### src/rtl/game_2048_pkg.sv
// Shared types and constants for the 2048 move sequencer and its helpers.
package game_2048_pkg;

    localparam int BOARD_W = 64;
    localparam int N_CELLS = 16;
    localparam int TILE_W  = 4;

    typedef logic [TILE_W-1:0] tile_t;

    typedef enum logic [2:0] {
        NONE  = 3'd0,
        LEFT  = 3'd1,
        RIGHT = 3'd2,
        DOWN  = 3'd3,
        UP    = 3'd4
    } dir_t;

    // Plain constants keep the encoding stable for tools that dislike enum state registers.
    typedef logic [3:0] seq_state_t;

    localparam seq_state_t ST_INIT0  = 4'd0;
    localparam seq_state_t ST_INIT1  = 4'd1;
    localparam seq_state_t ST_IDLE   = 4'd2;
    localparam seq_state_t ST_APPLY  = 4'd3;
    localparam seq_state_t ST_COMMIT = 4'd4;
    localparam seq_state_t ST_SPAWN  = 4'd5;
    localparam seq_state_t ST_CHECK  = 4'd6;
    localparam seq_state_t ST_WON    = 4'd7;
    localparam seq_state_t ST_LOST   = 4'd8;

    function automatic logic is_scan_state(input seq_state_t s);
        return (s == ST_INIT0) || (s == ST_INIT1) || (s == ST_SPAWN);
    endfunction

endpackage

### src/rtl/game_2048_sequencer_lfsr.sv
// 16-bit Fibonacci LFSR (x^16 + x^14 + x^13 + x^11 + 1) that free-runs from SEED.
module spawn_lfsr #(
    parameter logic [15:0] SEED = 16'hACE1
) (
    input  logic        clk,
    input  logic        rst,
    output logic [15:0] lfsr_o
);

    logic [15:0] lfsr_q;
    logic [15:0] lfsr_d;
    logic        feedback;

    // Right-shifting form: taps 16,14,13,11 land on bits 0,2,3,5.
    always_comb begin
        feedback = lfsr_q[0] ^ lfsr_q[2] ^ lfsr_q[3] ^ lfsr_q[5];
        lfsr_d   = {feedback, lfsr_q[15:1]};
    end

    always_ff @(posedge clk or negedge rst) begin
        if (!rst) begin
            lfsr_q <= SEED;
        end else begin
            lfsr_q <= lfsr_d;
        end
    end

    assign lfsr_o = lfsr_q;

endmodule

### src/rtl/game_2048_sequencer.sv
// 2048 move sequencer: owns the board, issues one move per button press, spawns tiles, latches win/lose.
// Optional feature: define SPAWN_FOUR_EN to let roughly 1 in 32 spawns be a 4 instead of a 2.
module game_2048_sequencer
    import game_2048_pkg::*;
#(
    parameter logic [15:0] SEED = 16'hACE1
) (
    input  logic               clk,
    input  logic               rst,
    input  logic               btn_izquierda,
    input  logic               btn_derecha,
    input  logic               btn_abajo,
    input  logic               btn_arriba,
    input  logic [3:0]         condicion_gane,
    input  logic [BOARD_W-1:0] board_next,
    input  logic               gano_in,
    input  logic               perdio_in,
    output logic [2:0]         movement,
    output logic [BOARD_W-1:0] board_q,
    output logic               busy,
    output logic               gano,
    output logic               perdio,
    output logic [15:0]        move_count
);

    localparam logic [3:0] LAST_SCAN = 4'd15;

    seq_state_t         state_q, state_d;
    logic [BOARD_W-1:0] board_d;
    logic [BOARD_W-1:0] sampled_q, sampled_d;
    logic [3:0]         btn_vec, btn_d_q, edge_q;
    logic [2:0]         movement_q, movement_d;
    logic [3:0]         scan_idx_q, scan_idx_d;
    logic [3:0]         scan_cnt_q, scan_cnt_d;
    logic [15:0]        count_q, count_d;
    logic               busy_q;
    logic               gano_q, gano_d;
    logic               perdio_q, perdio_d;
    logic [15:0]        lfsr;
    tile_t              cells [N_CELLS];
    logic [3:0]         probe_idx;
    logic               probe_empty;
    tile_t              spawn_val;
    logic               single_edge;
    dir_t               edge_dir;
    logic               unused_bits;

    spawn_lfsr #(
        .SEED(SEED)
    ) u_lfsr (
        .clk   (clk),
        .rst   (rst),
        .lfsr_o(lfsr)
    );

    for (genvar gi = 0; gi < N_CELLS; gi++) begin : g_cells
        assign cells[gi] = board_q[TILE_W*gi +: TILE_W];
    end

    assign btn_vec = {btn_arriba, btn_abajo, btn_derecha, btn_izquierda};

`ifdef SPAWN_FOUR_EN
    assign spawn_val   = ((lfsr[7:4] == 4'd0) && !lfsr[8]) ? tile_t'(2) : tile_t'(1);
    assign unused_bits = ^{condicion_gane, lfsr[15:9]};
`else
    assign spawn_val   = tile_t'(1);
    assign unused_bits = ^{condicion_gane, lfsr[15:4]};
`endif

    // The first probe of a scan starts at the live LFSR nibble; later probes walk forward.
    assign probe_idx   = (scan_cnt_q == 4'd0) ? lfsr[3:0] : scan_idx_q;
    assign probe_empty = (cells[probe_idx] == tile_t'(0));

    always_comb begin
        single_edge = (edge_q != 4'd0) && ((edge_q & (edge_q - 4'd1)) == 4'd0);
        edge_dir    = NONE;
        if (edge_q[0]) begin
            edge_dir = LEFT;
        end else if (edge_q[1]) begin
            edge_dir = RIGHT;
        end else if (edge_q[2]) begin
            edge_dir = DOWN;
        end else if (edge_q[3]) begin
            edge_dir = UP;
        end
    end

    always_comb begin
        state_d    = state_q;
        board_d    = board_q;
        sampled_d  = sampled_q;
        movement_d = 3'd0;
        scan_idx_d = scan_idx_q;
        scan_cnt_d = scan_cnt_q;
        count_d    = count_q;
        gano_d     = gano_q;
        perdio_d   = perdio_q;

        case (state_q)
            ST_INIT0, ST_INIT1, ST_SPAWN: begin
                if (probe_empty || (scan_cnt_q == LAST_SCAN)) begin
                    if (probe_empty) begin
                        board_d[{probe_idx, 2'b00} +: TILE_W] = spawn_val;
                    end
                    scan_cnt_d = 4'd0;
                    if (state_q == ST_INIT0) begin
                        state_d = ST_INIT1;
                    end else if (state_q == ST_INIT1) begin
                        state_d = ST_IDLE;
                    end else begin
                        state_d = ST_CHECK;
                    end
                end else begin
                    scan_idx_d = probe_idx + 4'd1;
                    scan_cnt_d = scan_cnt_q + 4'd1;
                end
            end

            ST_IDLE: begin
                if (single_edge) begin
                    movement_d = edge_dir;
                    state_d    = ST_APPLY;
                end
            end

            ST_APPLY: begin
                movement_d = movement_q;
                sampled_d  = board_next;
                state_d    = ST_COMMIT;
            end

            // An unchanged result means the move was impossible: no commit, no spawn.
            ST_COMMIT: begin
                if (sampled_q == board_q) begin
                    state_d = ST_IDLE;
                end else begin
                    board_d = sampled_q;
                    if (count_q != 16'hFFFF) begin
                        count_d = count_q + 16'd1;
                    end
                    state_d = ST_SPAWN;
                end
            end

            ST_CHECK: begin
                if (gano_in) begin
                    gano_d  = 1'b1;
                    state_d = ST_WON;
                end else if (perdio_in) begin
                    perdio_d = 1'b1;
                    state_d  = ST_LOST;
                end else begin
                    state_d = ST_IDLE;
                end
            end

            ST_WON, ST_LOST: begin
                state_d = state_q;
            end

            default: begin
                state_d = ST_INIT0;
            end
        endcase
    end

    always_ff @(posedge clk or negedge rst) begin
        if (!rst) begin
            state_q    <= ST_INIT0;
            board_q    <= '0;
            sampled_q  <= '0;
            btn_d_q    <= 4'd0;
            edge_q     <= 4'd0;
            movement_q <= 3'd0;
            scan_idx_q <= 4'd0;
            scan_cnt_q <= 4'd0;
            count_q    <= 16'd0;
            busy_q     <= 1'b0;
            gano_q     <= 1'b0;
            perdio_q   <= 1'b0;
        end else begin
            state_q    <= state_d;
            board_q    <= board_d;
            sampled_q  <= sampled_d;
            btn_d_q    <= btn_vec;
            edge_q     <= btn_vec & ~btn_d_q;
            movement_q <= movement_d;
            scan_idx_q <= scan_idx_d;
            scan_cnt_q <= scan_cnt_d;
            count_q    <= count_d;
            busy_q     <= (state_d != ST_IDLE);
            gano_q     <= gano_d;
            perdio_q   <= perdio_d;
        end
    end

    assign movement   = movement_q;
    assign busy       = busy_q;
    assign gano       = gano_q;
    assign perdio     = perdio_q;
    assign move_count = count_q;

    a_movement_window: assert property (@(posedge clk) disable iff (!rst)
        ((state_q != ST_APPLY) && (state_q != ST_COMMIT)) |-> (movement_q == 3'd0));

    a_scan_count_idle: assert property (@(posedge clk) disable iff (!rst)
        !is_scan_state(state_q) |-> (scan_cnt_q == 4'd0));

    a_state_legal: assert property (@(posedge clk) disable iff (!rst)
        state_q <= ST_LOST);

endmodule

### config.mk
export PLATFORM = sky130hd
export DESIGN_NAME = game_2048_sequencer
export DESIGN_NICKNAME = d
export VERILOG_FILES = /design/src/rtl/game_2048_pkg.sv /design/src/rtl/game_2048_sequencer_lfsr.sv /design/src/rtl/game_2048_sequencer.sv
export SDC_FILE = /design/constraint.sdc
export NUM_CORES = 1
export LEC_CHECK = 0
export ABC_CLOCK_PERIOD_IN_PS = 3600
export CORE_MARGIN = 5
export CORE_UTILIZATION = 40
export DETAILED_ROUTE_END_ITERATION = 6
export PLACE_DENSITY = 0.78
export REMOVE_ABC_BUFFERS = 1
export SLEW_MARGIN = 20
export SYNTH_ARGS = -nofsm -noshare
export SYNTH_HDL_FRONTEND = slang
export SYNTH_SLANG_ARGS = --single-unit
### constraint.sdc
create_clock -name clk -period 3.6 [get_ports clk]
set_input_delay 1.08 -clock clk [delete_from_list [all_inputs] [get_ports clk]]
set_output_delay 1.08 -clock clk [all_outputs]
set_load 0.1 [all_outputs]
==> results of run 1 <==
-- kinds of logic (layout without fill, tap and decap cells) --
group,Yosys count,in the layout,synth area share
compound gates,85,85,0.0660
buf+inv,50,241,0.0244
fa+ha+maj,3,3,0.00414
simple gates,153,153,0.0930
flops,186,186,0.515
mux,156,156,0.216
xor+xnor,84,84,0.0812
-- registers in the layout, summed over array words and instances (netlist names) --
name and count:
board_q 64, btn_d_q 4, busy 1, edge_q 4, gano 1, move_count 16
movement 3, perdio 1, sampled_q 64, scan_cnt_q 4, scan_idx_q 4, state_q 4
u_lfsr.lfsr_o 16
-- stage by stage --
stage               setup slack [ns]  cells
global route                  0.0442   1193
floorplan                      -2.58    678
detailed placement             0.208   1161
global placement               0.318   1161
CTS                            0.203   1193
finish                         0.259   1193
-- routing by layer --
layer / GRT usage / part of all wire
met5: 0 / 0
met4: 0.0532 / 0.019
met3: 0.0552 / 0.065
met2: 0.298 / 0.48
met1: 0.250 / 0.44
-- cell usage after synthesis (all sizes together), types with 3 or more instances --
cell type and number:
o41ai 8, o22ai 4, nor3 10, nand2b 7, xor2 75, nor2 22
o211ai 3, nor4 28, dfrtp 178, inv 11, nand4 10, o31ai 7
o32ai 8, xnor2 9, o21ai 18, a211oi 5, a2111oi 3, a21oi 11
nand2 27, a31oi 3, and3 4, ha 3, or2 3, clkbuf 29
a31o 3, nor2b 9, dfstp 8, nand3 14, mux4 20, mux2 117
nor3b 6, mux2i 19, buf 10
-- repair_timing --
| action | 4_1_cts | 5_1_grt |
|---|---|---|
| setup endpoints to repair | 0 | 11 |
| resized for setup | 0 | 4 |
| hold buffers | 0 | 0 |
-- how the worst max path moves through the flow --
stage	cells after the start	startpoint	slack, ns	to
2_1_floorplan	3	state_q[3]	-2.58	sampled_q[0]
3_3_place_gp	11	scan_cnt_q[1]	0.32	busy
3_5_place_dp	11	scan_cnt_q[1]	0.21	board_q[12]
4_1_cts	11	scan_cnt_q[1]	0.20	board_q[12]
5_1_grt	13	scan_cnt_q[1]	0.04	busy
6_report	13	scan_cnt_q[1]	0.26	busy
-- area by class of cell --
cell class	count	area (um^2)	share of cell area
timing repair buffer	198	1720	0.148
clock inverter	15	199	0.0172
sequential	186	4660	0.402
tap	285	357	0.0308
multi-input combinational	481	4190	0.362
clock buffer	17	425	0.0367
inverter	11	41.3	0.00356
==> results.cfg, run 1 <==
[placed_design]
placed_cell_area_mm2 = 0.0110
place_congestion = 0.936
portBuffers = 157
place_hpwl_um = 18000

[logic_synthesis]
synth_area_per_cell_um2 = 12.6
ys_seq_elements = 186
synth_top_flop_cell = dfrtp_1
yosys.area.top_type = dfrtp_1
seq_area_frac_synth = 0.515
synth-async-reset-ratio = 1.00
synth.distinct_cells = 56
yosysTopAreaCellShare = 0.492
syn-instance-count = 717
ys_top_cells_by_area = dfrtp_1, mux2_2, xor2_1, mux4_2, dfstp_2
synth_edf_count = 0
yosysWarnings = 0
synth_area_mm2 = 0.00906

[sta]
grt_setup_unrepaired = false
fmax_ghz = 0.299
slew_headroom = 0.475
max_slew.worst_pin.slew_ns = 0.787
post-route-period-util = 0.928
tns_ns = 0
fin_skew_ns = 0.0118
drv_slew = 0
hold_violations = 0
period_minus_slack_ns = 3.34
setup_violations = 0
hold_ws_ns = 0.355

[setup_path]
r2r-start = scan_cnt_q[1]
path_delay_family = simple AND/OR/NAND/NOR gates
critPathMaxFanout = 6
critPathCaptureType = flip-flop
r2r_cells = 13
timing.rr.end = busy
path_common_cell = buf_4
worst-path-buf-inv = 5
cp_slowest_stage_delay_ns = 0.59
critPathArrivalTime_ns = 3.64
worstSetupPathType = flip-flop to flip-flop
worstPathRequired_ns = 3.90
start_kind = flip-flop
r2r_slack_ns = 0.26
cp_cell_sequence = inv_1, ha_1, buf_4, nor4bb_1, buf_4, a21o_1, mux2i_1, o22ai_1, or4_1, buf_4, a2111oi_0, buf_4, o211ai_1
cpMaxStageDelayCell = or4_1

[min_path]
whs_endpoint = u_lfsr.lfsr_o[6]
hold_class = flip-flop to flip-flop
hold_path_startpoint = u_lfsr.lfsr_o[7]
worstHoldPathCells = 0

[clock_tree]
clock-sinks = 186
cts_tree = done
clk_pin_slew_ns = 0.07
clock_path_buffers = 2
numCtsBuffers = 17
h-tree-depth = 4
clockRootBuffer = clkbuf_16
clock_latency_ns = 0.43
cts_setup_buffers = 0

[die]
ioPinCount = 162
core-area_mm2 = 0.0224
die_x_um = 160
num_rows = 55
die_h_um = 160
dieArea_mm2 = 0.0258
initial_core_util = 0.404

[global_routing]
grt_pass1_wl_um = 38100
antenna_found_initial = 0
grt_usage = 0.187
overflow = 0
first_global_vias = 6747
grt_max_degree = 67

[drt]
via_count = 6493
initialDrtViolationCount = 353
wirelength_um = 24000
post_drt_wl_per_cell_um = 20.1
drtPass1Iterations = 4
via_per_inst = 5.44
drcViolationCount = 0
ant_nets = 0

[cells_and_area]
antennaDiodeCount = 0
final_cell_mix = dfrtp_1, buf_4, mux2_2
layout_commonest_cell = dfrtp_1
finish.net_count = 974
final_util = 0.517
postLayoutCellArea_mm2 = 0.0116
area_delta_synth_final_pct = 28.0
post_route_cells_drive_above_1_share = 0.347
fill_cells = 1988

[run_status]
status = finished clean

[flow_run]
drv_cap = 0
Power of run 1 is left out: the tool's default activity adds up to more than one toggle a clock period on the data nets, which glitch-free logic cannot reach.
==> inputs of run 2 (changes only) <==
==> constraint.sdc (replaced) <==
create_clock -name clk -period 3.6 [get_ports clk]
set_input_delay 1.08 -clock clk [delete_from_list [all_inputs] [get_ports clk]]
set_output_delay 1.08 -clock clk [all_outputs]
set_load 0.01 [all_outputs]
==> run 2 against run 1 <==
Die area stayed put. Worst hold slack hardly changed. Utilization is 0.86 points higher. Design area is 1.7% higher. Critical path depth is 3 lower. Register-to-register slack worse by 0.03 ns. Critical endpoint is now board_q[4].
==> results.cfg, run 2 (same netlist as run 1, synthesis figures left out) <==
[die]
dieArea_mm2 = 0.0258
initial_core_util = 0.404
die_h_um = 160
ioPinCount = 162
die_x_um = 160
core-area_mm2 = 0.0224
num_rows = 55

[flow_run]
drv_cap = 0

[drt]
post_drt_wl_per_cell_um = 20.0
wirelength_um = 24000
via_count = 6529
drcViolationCount = 0
ant_nets = 0
via_per_inst = 5.46
initialDrtViolationCount = 386
drtPass1Iterations = 5

[placed_design]
place_hpwl_um = 17800
place_congestion = 0.913
place_ws_ns = 0.240
placed_cell_area_mm2 = 0.0112
portBuffers = 157

[sta]
hold_violations = 0
hold_ws_ns = 0.354
slew_headroom = 0.459
max_slew.worst_pin.slew_ns = 0.812
post-route-period-util = 0.936
fin_skew_ns = 0.00815
setup_slack_ns = 0.232
drv_slew = 0
grt_setup_unrepaired = false
fmax_ghz = 0.297
setup_violations = 0
period_minus_slack_ns = 3.37

[cells_and_area]
postLayoutCellArea_mm2 = 0.0118
post_route_cells_drive_above_1_share = 0.251
layout_commonest_cell = dfrtp_1
top_regs = board_q (64), sampled_q (64)
antennaDiodeCount = 0
area_delta_synth_final_pct = 30.2
finish.net_count = 977
fill_cells = 1909
final_cell_mix = dfrtp_1, clkdlybuf4s50_1, mux2_2

[global_routing]
grt_pass1_wl_um = 38300
grt_usage = 0.188
first_global_vias = 6682
antenna_found_initial = 0
grt_max_degree = 83
overflow = 0

[setup_path]
worst-path-buf-inv = 2
cpMaxStageDelayCell = or4_1
worstSetupPathType = flip-flop to flip-flop
worstPathRequired_ns = 3.91
cp_slowest_stage_delay_ns = 0.60
critPathMaxFanout = 10
start_kind = flip-flop
critPathArrivalTime_ns = 3.68
critPathCaptureType = flip-flop
path_delay_family = simple AND/OR/NAND/NOR gates
r2r_slack_ns = 0.23
cp_cell_sequence = inv_1, ha_1, or3b_1, or3_1, o32ai_1, nor4_1, or4_1, or2_1, buf_4, o41ai_1

[clock_tree]
clock-sinks = 186
clk_pin_slew_ns = 0.07
clock_path_buffers = 2
numCtsBuffers = 17
clock_latency_ns = 0.43
cts_setup_buffers = 0
clockRootBuffer = clkbuf_16
cts_tree = done
cts_hold_buf = 0
h-tree-depth = 4

[power_and_ir_drop]
seqPwrFrac = 0.373
p_leak_nw = 4.83
p_per_area_mw_per_mm2 = 927
peakVddDrop_mv = 0.489
switchingPower_mw = 4.22
p_sw_frac = 0.386
clkPwrFrac = 0.167
internal_power_mw = 6.71
pwr-share-comb = 0.459

[run_status]
status = finished clean

[min_path]
hold_class = flip-flop to flip-flop
[run 2: final timing paths]
kind                                   from               end  cells after the start
max                           scan_cnt_q[1]        board_q[4]                     10
min                        u_lfsr.lfsr_o[4]  u_lfsr.lfsr_o[3]                      0
max reg2reg                   scan_cnt_q[1]        board_q[4]                     10
min reg2reg                u_lfsr.lfsr_o[4]  u_lfsr.lfsr_o[3]                      0
max in group asynchronous               rst     sampled_q[57]                      2
min in group asynchronous               rst     move_count[8]                      1
[run 2: per-layer routing]
metal,part of all wire,vias to the layer above,global-route usage
met4,0.018,0,0.0434
met2,0.48,196,0.304
li1,-,3014,-
met1,0.43,3290,0.250
met5,0,-,0
met3,0.070,29,0.0590
[run 2: what timing repair did]
item | CTS | global route
resized for setup | 0 | 1
endpoints found under the setup margin | 0 | 1
endpoints found under the hold margin | 0 | 0
[run 2: worst register-to-register path: cells and delay by family, from the launching register on]
family / cells / cell delay [ns]
AO/OA/AOI/OAI: 2 / 0.52
AND/OR/NAND/NOR: 5 / 1.93
flip-flops: 1 / 0.41
buffers and inverters: 2 / 0.25
adder cells (fa/ha/maj): 1 / 0.15
[run 2: power groups by stage]
stage,Combinational (mW),Clock (mW),Sequential (mW)
2_1_floorplan,2.69,0,4.00
3_3_place_gp,4.94,0,4.07
3_5_place_dp,5.03,0,4.12
4_1_cts,5.06,1.88,4.09
5_1_grt,5.40,1.98,4.25
6_report,5.02,1.83,4.08
[run 2: area by class of cell]
cell class / instances / area, um^2 / share of cell area
Clock buffer: 18 / 439 / 0.0373
Clock inverter: 14 / 129 / 0.0109
Inverter: 11 / 41.3 / 0.00350
Multi-Input combinational cell: 481 / 4180 / 0.355
Sequential cell: 186 / 4660 / 0.396
Tap cell: 285 / 357 / 0.0302
Timing Repair Buffer: 201 / 1980 / 0.168
[run 2: metrics by stage]
stage               TNS (ns)  utilization  std cells  power (mW)
finish                     0        0.525       1196        10.9
global route               0        0.525       1196        11.6
CTS                        0        0.525       1196        11.0
detailed placement         0        0.500       1164        9.15
global placement           0        0.500       1164        9.01
floorplan            -169.27            -        678        6.69
Power figures use the tool's default switching activity.
==> inputs of run 3 (changes only) <==
--- a/config.mk
+++ b/config.mk
@@ -5,13 +5,14 @@
 export SDC_FILE = /design/constraint.sdc
 export NUM_CORES = 1
 export LEC_CHECK = 0
-export ABC_CLOCK_PERIOD_IN_PS = 3600
 export CORE_MARGIN = 5
 export CORE_UTILIZATION = 40
 export DETAILED_ROUTE_END_ITERATION = 6
 export PLACE_DENSITY = 0.78
+export RECOVER_POWER = 100
 export REMOVE_ABC_BUFFERS = 1
 export SLEW_MARGIN = 20
 export SYNTH_ARGS = -nofsm -noshare
 export SYNTH_HDL_FRONTEND = slang
 export SYNTH_SLANG_ARGS = --single-unit
+export TNS_END_PERCENT = 100
==> run 3 against run 2 <==
The flow now finishes with violations (capacitance limit, slew limit). Critical path depth shrank 2. Die area is the same. Via count grew 0.15%. Register-to-register slack lost 0.06 ns. Worst hold slack lost 0.00061 ns. Utilization shrank 0.36 points. Combinational power shrank 4.2%. Final cell count is the same. Power shrank 2.0%. Non-clock buffer count is the same.
==> results.cfg, run 3 (same netlist as run 1, synthesis figures left out) <==
[global_routing]
antenna_found_initial = 0
grt_max_degree = 83
grt_usage = 0.188
first_global_vias = 6682
overflow = 0
grt_pass1_wl_um = 38300

[setup_path]
start_kind = flip-flop
worstPathRequired_ns = 3.92
critPathArrivalTime_ns = 3.75
worstSetupPathType = flip-flop to flip-flop
cp_slowest_stage_delay_ns = 0.50
critPathMaxFanout = 23
cp_cell_sequence = xor2_1, nor4_1, nand4_1, nor4_1, clkbuf_1, or2_4, clkbuf_4, mux2_2
path_common_cell = nor4_1
critPathCaptureType = flip-flop
cpMaxStageDelayCell = nor4_1

[die]
core-area_mm2 = 0.0224
initial_core_util = 0.404
num_rows = 55
ioPinCount = 162
dieArea_mm2 = 0.0258
die_h_um = 160
die_x_um = 160

[sta]
fmax_ghz = 0.292
hold_violations = 0
drv_slew = 147
grt_setup_unrepaired = false
setup_violations = 0
slew_headroom = -0.432
max_slew.worst_pin.slew_ns = 2.15
hold_ws_ns = 0.354
fin_skew_ns = 0.00769
post-route-period-util = 0.952
period_minus_slack_ns = 3.43

[clock_tree]
h-tree-depth = 4
clock-sinks = 186
numCtsBuffers = 17
cts_hold_buf = 0
cts_tree = done
clock_path_buffers = 2
clockRootBuffer = clkbuf_16
post_cts_resized = 0
clk_pin_slew_ns = 0.08
cts_setup_buffers = 0
clock_latency_ns = 0.44

[drt]
drtPass1Iterations = 5
via_count = 6539
initialDrtViolationCount = 334
post_drt_wl_per_cell_um = 20.1
drcViolationCount = 0
via_per_inst = 5.47
ant_nets = 0
wirelength_um = 24000

[cells_and_area]
final_cells = 1196
final_cell_mix = dfrtp_1, mux2_2, dlygate4sd3_1
postLayoutCellArea_mm2 = 0.0117
top_regs = board_q (64), sampled_q (64)
fill_cells = 1927
antennaDiodeCount = 0
seq_area_mm2 = 0.00466
finish.net_count = 977
layout_commonest_cell = dfrtp_1
multi_input_area_mm2 = 0.00418
area_delta_synth_final_pct = 29.3
post_route_cells_drive_above_1_share = 0.245

[placed_design]
place_hpwl_um = 17800
portBuffers = 157
placed_cell_area_mm2 = 0.0112
numPlacedInstances = 1164
place_congestion = 0.913

[power_and_ir_drop]
peakVddDrop_mv = 0.474
p_leak_nw = 4.86
switchingPower_mw = 4.20
p_sw_frac = 0.392
totalPowerFinal_mw = 10.7
internal_power_mw = 6.51
seqPwrFrac = 0.380
p_per_area_mw_per_mm2 = 915
clkPwrFrac = 0.171
pwr-share-comb = 0.449

[run_status]
violations = capacitance limit, slew limit
status = complete, but fails checks

[min_path]
hold_class = flip-flop to flip-flop

[flow_run]
drv_cap = 2
-- run 3: cell types whose count changed in the layout (fill, tap and decap cells not counted), moves of 2 or more --
| cell | before | now |
|---|---|---|
| dfstp_1 | 0 | 2 |
| clkdlybuf4s50_1 | 156 | 65 |
| clkbuf_2 | 0 | 4 |
| clkbuf_1 | 0 | 3 |
| dfstp_2 | 8 | 6 |
| buf_4 | 38 | 33 |
| buf_12 | 6 | 2 |
| clkbuf_4 | 0 | 3 |
| dlygate4sd3_1 | 0 | 91 |
-- run 3: per-stage QoR --
step	setup slack [ns]	utilization	TNS, ns
global placement	0.299	0.500	0
detailed placement	0.240	0.500	0
CTS	0.226	0.525	0
finish	0.172	0.522	0
global route	0.0151	0.522	0
floorplan	-2.58	-	-169.27
-- run 3: area by class of cell --
| class | count | share of cell area |
|---|---|---|
| clock inverters | 14 | 0.0110 |
| repair buffers | 201 | 0.163 |
| inverters | 11 | 0.00353 |
| well taps | 285 | 0.0305 |
| multi-input cells | 481 | 0.357 |
| clock buffers | 18 | 0.0375 |
| flip-flops and latches | 186 | 0.398 |
-- run 3: path summary, 6_finish.rpt --
check / cells after the start / start / slack (ns) / end
max: 8 / board_q[36] / 0.17 / board_q[45]
min in group asynchronous: 1 / rst / 1.23 / move_count[8]
max reg2reg: 8 / board_q[36] / 0.17 / board_q[45]
max in group asynchronous: 2 / rst / 0.60 / sampled_q[18]
min: 0 / u_lfsr.lfsr_o[4] / 0.35 / u_lfsr.lfsr_o[3]
min reg2reg: 0 / u_lfsr.lfsr_o[4] / 0.35 / u_lfsr.lfsr_o[3]
-- run 3: worst max-delay path, delay by kind of cell, from the launching register on --
kind | cells | cell delay (ns)
XOR/XNOR | 1 | 0.19
flip-flops | 1 | 0.48
AND/OR/NAND/NOR | 4 | 1.52
buffers and inverters | 2 | 0.70
multiplexers | 1 | 0.39
-- run 3: per-layer routing --
layer  routed length [um]  global-route usage
met1                10300               0.250
met2                11600               0.304
met3                 1720              0.0590
met4                  404              0.0434
met5                    0                   0
-- run 3: power groups by stage --
| stage | Clock (mW) | Combinational (mW) | Sequential, mW |
|---|---|---|---|
| after floorplan | 0 | 2.69 | 4.00 |
| after global placement | 0 | 4.94 | 4.07 |
| after detailed placement | 0 | 5.03 | 4.12 |
| after CTS | 1.88 | 5.06 | 4.09 |
| after global routing | 1.98 | 5.20 | 4.23 |
| final | 1.83 | 4.81 | 4.07 |
